$ cat src/rtl/vga_pkg.sv
// vga_pkg: default 640x480@60 segment constants, derived totals and coordinate width
package vga_pkg;
  localparam int COORD_W = 10;
  localparam int DEF_H_DISPLAY = 640;
  localparam int DEF_H_FRONT = 16;
  localparam int DEF_H_SYNC = 96;
  localparam int DEF_H_BACK = 48;
  localparam int DEF_V_DISPLAY = 480;
  localparam int DEF_V_FRONT = 10;
  localparam int DEF_V_SYNC = 2;
  localparam int DEF_V_BACK = 33;
  function automatic int seg_total(input int a, input int b, input int c, input int d);
    return a + b + c + d;
  endfunction
  localparam int H_TOTAL = seg_total(DEF_H_DISPLAY, DEF_H_FRONT, DEF_H_SYNC, DEF_H_BACK);
  localparam int V_TOTAL = seg_total(DEF_V_DISPLAY, DEF_V_FRONT, DEF_V_SYNC, DEF_V_BACK);
endpackage

$ cat src/rtl/vga_sync_tick_gen.sv
// tick_gen: one-clock pixel enable every CLK_DIV clocks (constant 1 when CLK_DIV is 1)
module tick_gen #(
  parameter int CLK_DIV = 4
) (
  input  logic clk,
  input  logic reset,
  output logic tick
);
  localparam int DW = CLK_DIV > 1 ? $clog2(CLK_DIV) : 1;
  localparam logic [DW-1:0] LAST = DW'(CLK_DIV - 1);
  logic [DW-1:0] div_cnt_q, div_cnt_d;
  assign tick = div_cnt_q == LAST;
  always_comb div_cnt_d = tick ? '0 : div_cnt_q + DW'(1);
  always_ff @(posedge clk) begin
    if (reset) div_cnt_q <= '0;
    else div_cnt_q <= div_cnt_d;
  end
endmodule

$ cat src/rtl/vga_sync.sv
// vga_sync: VGA scan counters with registered sync/blank/frame-start decode.
// Define VGA_SYNC_DELAY_EN to delay hsync/vsync/video_on by one pixel tick.
module vga_sync import vga_pkg::*; #(
  parameter int CLK_DIV = 4,
  parameter int H_DISPLAY = DEF_H_DISPLAY,
  parameter int H_FRONT = DEF_H_FRONT,
  parameter int H_SYNC = DEF_H_SYNC,
  parameter int H_BACK = DEF_H_BACK,
  parameter int V_DISPLAY = DEF_V_DISPLAY,
  parameter int V_FRONT = DEF_V_FRONT,
  parameter int V_SYNC = DEF_V_SYNC,
  parameter int V_BACK = DEF_V_BACK
) (
  input  logic               clk,
  input  logic               reset,
  output logic               p_tick,
  output logic [COORD_W-1:0] pix_x,
  output logic [COORD_W-1:0] pix_y,
  output logic               hsync,
  output logic               vsync,
  output logic               video_on,
  output logic               frame_start
);
  localparam int H_TOT = seg_total(H_DISPLAY, H_FRONT, H_SYNC, H_BACK);
  localparam int V_TOT = seg_total(V_DISPLAY, V_FRONT, V_SYNC, V_BACK);
  if (H_TOT > (1 << COORD_W) || V_TOT > (1 << COORD_W) || CLK_DIV < 1) begin : g_bad_cfg
    $error("vga_sync: totals must fit in %0d-bit coordinates and CLK_DIV must be >= 1", COORD_W);
  end
  localparam logic [COORD_W-1:0] X_LAST = COORD_W'(H_TOT - 1);
  localparam logic [COORD_W-1:0] Y_LAST = COORD_W'(V_TOT - 1);
  localparam logic [COORD_W-1:0] X_VIS = COORD_W'(H_DISPLAY);
  localparam logic [COORD_W-1:0] Y_VIS = COORD_W'(V_DISPLAY);
  localparam logic [COORD_W-1:0] HS_LO = COORD_W'(H_DISPLAY + H_FRONT);
  localparam logic [COORD_W-1:0] HS_HI = COORD_W'(H_DISPLAY + H_FRONT + H_SYNC - 1);
  localparam logic [COORD_W-1:0] VS_LO = COORD_W'(V_DISPLAY + V_FRONT);
  localparam logic [COORD_W-1:0] VS_HI = COORD_W'(V_DISPLAY + V_FRONT + V_SYNC - 1);
  localparam logic [COORD_W-1:0] ONE = COORD_W'(1);
  logic [COORD_W-1:0] pix_x_q, pix_x_d, pix_y_q, pix_y_d;
  logic hs_q, hs_d, vs_q, vs_d, von_q, von_d, fs_q, fs_d, x_wrap;
  tick_gen #(.CLK_DIV(CLK_DIV)) u_tick (.clk(clk), .reset(reset), .tick(p_tick));
  // decode from next-state counters so flags land on the same edge as the coordinates
  always_comb begin
    x_wrap = p_tick && pix_x_q == X_LAST;
    pix_x_d = p_tick ? (x_wrap ? '0 : pix_x_q + ONE) : pix_x_q;
    pix_y_d = x_wrap ? (pix_y_q == Y_LAST ? '0 : pix_y_q + ONE) : pix_y_q;
    hs_d = !(pix_x_d >= HS_LO && pix_x_d <= HS_HI);
    vs_d = !(pix_y_d >= VS_LO && pix_y_d <= VS_HI);
    von_d = pix_x_d < X_VIS && pix_y_d < Y_VIS;
    fs_d = x_wrap && pix_y_q == Y_LAST;
  end
  always_ff @(posedge clk) begin
    if (reset) begin
      pix_x_q <= '0;
      pix_y_q <= '0;
      hs_q <= 1'b1;
      vs_q <= 1'b1;
      von_q <= 1'b0;
      fs_q <= 1'b0;
    end else begin
      pix_x_q <= pix_x_d;
      pix_y_q <= pix_y_d;
      hs_q <= hs_d;
      vs_q <= vs_d;
      von_q <= von_d;
      fs_q <= fs_d;
    end
  end
  assign pix_x = pix_x_q;
  assign pix_y = pix_y_q;
  assign frame_start = fs_q;
`ifdef VGA_SYNC_DELAY_EN
  logic hs_dly_q, hs_dly_d, vs_dly_q, vs_dly_d, von_dly_q, von_dly_d;
  always_comb begin
    hs_dly_d = p_tick ? hs_q : hs_dly_q;
    vs_dly_d = p_tick ? vs_q : vs_dly_q;
    von_dly_d = p_tick ? von_q : von_dly_q;
  end
  always_ff @(posedge clk) begin
    if (reset) begin
      hs_dly_q <= 1'b1;
      vs_dly_q <= 1'b1;
      von_dly_q <= 1'b0;
    end else begin
      hs_dly_q <= hs_dly_d;
      vs_dly_q <= vs_dly_d;
      von_dly_q <= von_dly_d;
    end
  end
  assign hsync = hs_dly_q;
  assign vsync = vs_dly_q;
  assign video_on = von_dly_q;
`else
  assign hsync = hs_q;
  assign vsync = vs_q;
  assign video_on = von_q;
`endif
endmodule
$ cat config.mk
export PLATFORM = sky130hd
export DESIGN_NAME = vga_sync
export DESIGN_NICKNAME = d
export VERILOG_FILES = /design/src/rtl/vga_pkg.sv /design/src/rtl/vga_sync_tick_gen.sv /design/src/rtl/vga_sync.sv
export SDC_FILE = /design/constraint.sdc
export NUM_CORES = 1
export LEC_CHECK = 0
export ABC_AREA = 1
export ABC_CLOCK_PERIOD_IN_PS = 1600
export BUFFER_PORTS_ARGS = -buffer_cell sky130_fd_sc_hd__clkbuf_2
export CAP_MARGIN = 20
export CORE_UTILIZATION = 50
export DETAILED_ROUTE_END_ITERATION = 12
export PLACE_DENSITY = 0.79
export SETUP_SLACK_MARGIN = 0.4
export SYNTH_ARGS = -nofsm -noshare
export SYNTH_HDL_FRONTEND = slang
export SYNTH_SLANG_ARGS = --single-unit
$ cat constraint.sdc
create_clock -name clk -period 1.6 [get_ports clk]
set_input_delay 0.4 -clock clk [delete_from_list [all_inputs] [get_ports clk]]
set_output_delay 0.4 -clock clk [all_outputs]
set_load 0.1 [all_outputs]
==> results of run 1 <==
through the flow:
step | hold slack [ns] | TNS, ns | util, %
after floorplan | 0.4077 | -0.3124 | -
after global placement | 0.4129 | -0.06468 | 70.12
after detailed placement | 0.4195 | -0.1438 | 70.12
after CTS | 0.4472 | -0.1711 | 93.20
kinds of logic after synthesis:
logic type / after synthesis
adder cells (fa/ha/maj): 4
flip-flops: 26
AND/OR/NAND/NOR: 169
AO/OA/AOI/OAI: 14
buffers and inverters: 39
XOR/XNOR: 3
timing repair:
action | 4_1_cts
cloned | 0
hold buffers | 0
buffers inserted | 24
endpoints found under the setup margin | 49
pin swaps | 35
gates resized for setup | 121
==> flow_metrics.py, run 1 <==
metrics = {
    "synthesis": {
        "async_flop_share_pct": 0,
        "seq_area_frac_synth_pct": 32.17,
        "synth-xor-area-share_pct": 1.624,
        "synth-edff-count": 0,
        "avgSynthCellArea_um2": 6.344,
        "netlist_top_cells_count": "nand2_1, nor2_1, inv_1, dfxtp_1, nand3_1",
        "synth-compound-area-share_pct": 4.718,
        "ys_warn_count": 0,
        "synth_top_family_by_area": "simple AND/OR/NAND/NOR gates",
        "synth_cells": 255,
        "yosysMostFrequentCell": "nand2_1",
        "ys_ff_latch": 26,
        "synth-simple-area-share_pct": 49.03,
        "synthTopCellsByArea": "dfxtp_1, nand2_1, nor2_1",
        "yosysTopAreaCell": "dfxtp_1",
        "muxShareOfSynthArea_pct": 0,
        "yosys_most_used_dff": "dfxtp_1",
        "synth_top_area_share_pct": 32.17,
        "syn_area_mm2": 0.001618,
        "synth_fp_nets": 261,
        "synthAdderAreaFrac_pct": 3.094,
        "synth.distinct_cells": 27,
    },
    "timing": {
        "worst_endpoint_kind": "register input",
        "repair-timing-grt-worst-ep": "hsync$_SDFF_PP1_/D",
    },
    "placement": {
        "post-place-ws_ns": -0.1119,
        "gp_congestion": 0.9324,
        "dp.cells": 343,
        "io_buffers": 26,
        "place_area_mm2": 0.002141,
        "hpwl_um": 3149,
    },
    "grt": {
        "grt_max_degree": 19,
    },
    "floorplan": {
        "start_util_pct": 52.99,
        "die_y_um": 58.88,
        "io_pins": 27,
        "fp.dieW_um": 58.88,
        "rows": 20,
    },
    "clock_network": {
        "cts_root_buf": "clkbuf_4",
        "cts_sinks": 26,
        "htreeDepth": 1,
        "cts_made_buffers": 3,
        "clk_path_buf_depth": 2,
    },
    "outcome": {
        "lastStage": "global routing",
        "error_line": "[ERROR DPL-0038] Utilization greater than 100%, impossible to legalize",
        "outcome": "aborted with a tool error",
    },
}
==> run 2: changes to the inputs <==
Settings changed: ABC_CLOCK_PERIOD_IN_PS 1600 to 2080, CORE_UTILIZATION 50 to 35, PLACE_DENSITY 0.79 to default, PLACE_DENSITY_LB_ADDON from default to 0.15, SETUP_SLACK_MARGIN 0.4 to default.
Clock period 1.6 ns to 2.08 ns, I/O delays scaled along.
==> run 2 against run 1 <==
Net effect:
- the run now ends clean
- synthesized cell count is the same
- synthesized area is the same
==> flow_metrics.py, run 2 <==
metrics = {
    "min_path": {
        "whs_path_depth": 1,
        "hp-start": "u_tick.div_cnt_q[0]",
        "hold_path.class": "register to register",
        "min_to": "u_tick.div_cnt_q[0]",
    },
    "timing": {
        "skew_ns": 0.008602,
        "rsz0062_at_grt": "false",
        "period_needed_ns": 1.859,
        "max_freq_mhz": 537.9,
        "slew_headroom_pct": 63.93,
        "drv_slew": 0,
        "final.period_utilization_pct": 89.39,
        "tns_ns": 0,
        "worstMarginPinSlew_ns": 0.5434,
        "hold_viol_final": 0,
        "setup_viol": 0,
        "whs_ns": 0.4740,
    },
    "placement": {
        "gp_congestion": 0.8618,
        "hpwl_um": 3154,
        "io_buffers": 26,
    },
    "route": {
        "via_count": 1593,
        "routedWlPerCell_um": 12.45,
        "drt_wl_total_um": 4157,
        "dr.first_iter.drc_count": 80,
        "drc_errors": 0,
        "vias_per_cell": 4.769,
        "dr.pass1.iters": 4,
        "ant_nets": 0,
    },
    "synthesis": {
        "synth_fp_nets": 261,
        "avgSynthCellArea_um2": 6.344,
        "syn_area_mm2": 0.001618,
        "yosysTopAreaCell": "dfxtp_1",
        "synth.distinct_cells": 27,
        "synth_cells": 255,
        "yosys_most_used_dff": "dfxtp_1",
        "netlist_top_cells_count": "nand2_1, nor2_1, inv_1, dfxtp_1, nand3_1",
        "synth_top_area_share_pct": 32.17,
        "ys_warn_count": 0,
        "seq_area_frac_synth_pct": 32.17,
        "ys_ff_latch": 26,
        "synthTopCellsByArea": "dfxtp_1, nand2_1, nor2_1",
        "yosysMostFrequentCell": "nand2_1",
        "async_flop_share_pct": 0,
        "synth-edff-count": 0,
    },
    "floorplan": {
        "rows": 24,
        "dieArea_mm2": 0.004898,
        "io_pins": 27,
        "fp.dieW_um": 69.99,
        "start_util_pct": 36.90,
        "core_mm2": 0.004384,
        "die_y_um": 69.99,
    },
    "clock_network": {
        "htreeDepth": 1,
        "clk_path_buf_depth": 2,
        "clk_pin_slew_ns": 0.10,
        "cts_root_buf": "clkbuf_8",
        "cts_sinks": 26,
        "clk-insertion-delay-late_ns": 0.28,
        "cts_made_buffers": 3,
        "cts_tree": "built",
    },
    "outcome": {
        "outcome": "complete, no violations",
    },
    "power_and_ir_drop": {
        "p_leak_nw": 0.9124,
        "power_density_mw_per_mm2": 526.2,
        "ir_worst_vdd_mv": 0.4065,
    },
    "worst_setup_path": {
        "crit-reg2reg-launch": "u_tick.div_cnt_q[0]",
        "crit_chain": "ha_4, nand2_1, nor2_1, nand3_4, nor2_2, nand2_1, o21ai_0, nand2_1, nor2_1, nand3_1",
        "crit_arrival_ns": 2.02,
        "endpoint_kind": "register",
        "r2r_slack_ns": 0.22,
        "ff2ff_path_depth": 10,
        "setup.worst_path.class": "register to register",
        "worst-path-max-fanout": 13,
        "slowest_stage": "dfxtp_1",
        "crit_path_start_kind": "register",
        "r2r-end": "vsync",
        "crit_path_frequent_cell": "nand2_1",
        "max_stage_delay_ns": 0.39,
        "worstPathRequired_ns": 2.24,
    },
    "grt": {
        "gr-total-overflow": 0,
        "grt_pass1_wl_um": 6651,
        "antenna_found_initial": 0,
        "grt_max_degree": 19,
        "track_usage_pct": 17.22,
        "grt_pass1_vias": 1439,
    },
    "final_layout": {
        "antenna_cells": 0,
        "mostFrequentLayoutCell": "nand2_1",
        "fin_nets": 289,
        "areaGrowthSynthToFinish_pct": 18.17,
        "layout_common_cells": "nand2_1, nor2_1, inv_1",
        "drive_gt1_share_pct": 23.76,
    },
    "job": {
        "cap_violations": 0,
    },
}
run 2: cell counts after synthesis:
Identical to the previous run, type by type.
run 2: how the worst max path moves through the flow:
stage | slack (ns) | end | startpoint
floorplan | 0.007 | video_on | pix_x[6]
global placement | 0.14 | vsync | u_tick.div_cnt_q[0]
detailed placement | 0.16 | vsync | u_tick.div_cnt_q[0]
CTS | 0.13 | vsync | u_tick.div_cnt_q[0]
global route | 0.03 | vsync | u_tick.div_cnt_q[0]
finish | 0.22 | vsync | u_tick.div_cnt_q[0]
run 2: metal layers:
layer  GRT usage [%]  part of all wire, %  vias to the layer above
met5               0                    0                        -
met4           5.556                  1.4                        0
met3           4.185                  3.3                        4
met2           26.60                   45                       26
met1           23.49                   51                      708
li1                -                    -                      855
run 2: logic make-up after synthesis:
family                   share of synthesized area, %
flip-flops                                      32.17
AO/OA/AOI/OAI                                   4.718
adder cells (fa/ha/maj)                         3.094
AND/OR/NAND/NOR                                 49.03
buffers and inverters                           9.358
XOR/XNOR                                        1.624
run 2: critical path: cells and delay by family (launching register included):
kind,cells,cell delay (ns)
and+or+nand+nor,8,1.04
DFF,1,0.39
adders and majority gates,1,0.24
AOI/OAI and AO/OA,1,0.07
run 2: per-stage QoR:
stage                     cell area (um^2)  util (%)  cells  setup slack (ns)  power [mW]
after CTS                             1894     43.21    334            0.1252       1.019
final                                 1912     43.61    334            0.2208       1.006
after global placement                1823     41.58    330            0.1429      0.5878
after floorplan                       1635         -    255          0.007063      0.5747
after global routing                  1912     43.61    334           0.02650       1.047
after detailed placement              1823     41.58    330            0.1626      0.5877
run 2: what timing repair did:
| action | 4_1_cts | 5_1_grt |
|---|---|---|
| resized for setup | 0 | 3 |
| setup buffers | 0 | 0 |
| endpoints found under the setup margin | 0 | 1 |
| hold buffers | 0 | 0 |
| endpoints found under the hold margin | 0 | 0 |
run 2: power by group:
group	leakage (nW)	internal, mW	total, mW	switching [mW]
clock network	0.0357	0.258	0.425	0.168
logic	0.660	0.0156	0.0695	0.0539
registers	0.217	0.505	0.511	0.00600
run 2: cell type report:
class,count,area (um^2)
fill,461,2472
timing repair buffer,27,140.1
clock inverter,1,30.03
sequential,26,535.5
multi-input combinational,190,965.9
tap,52,65.06
clock buffer,3,41.29
inverter,35,133.9
Power figures use the tool's default switching activity.
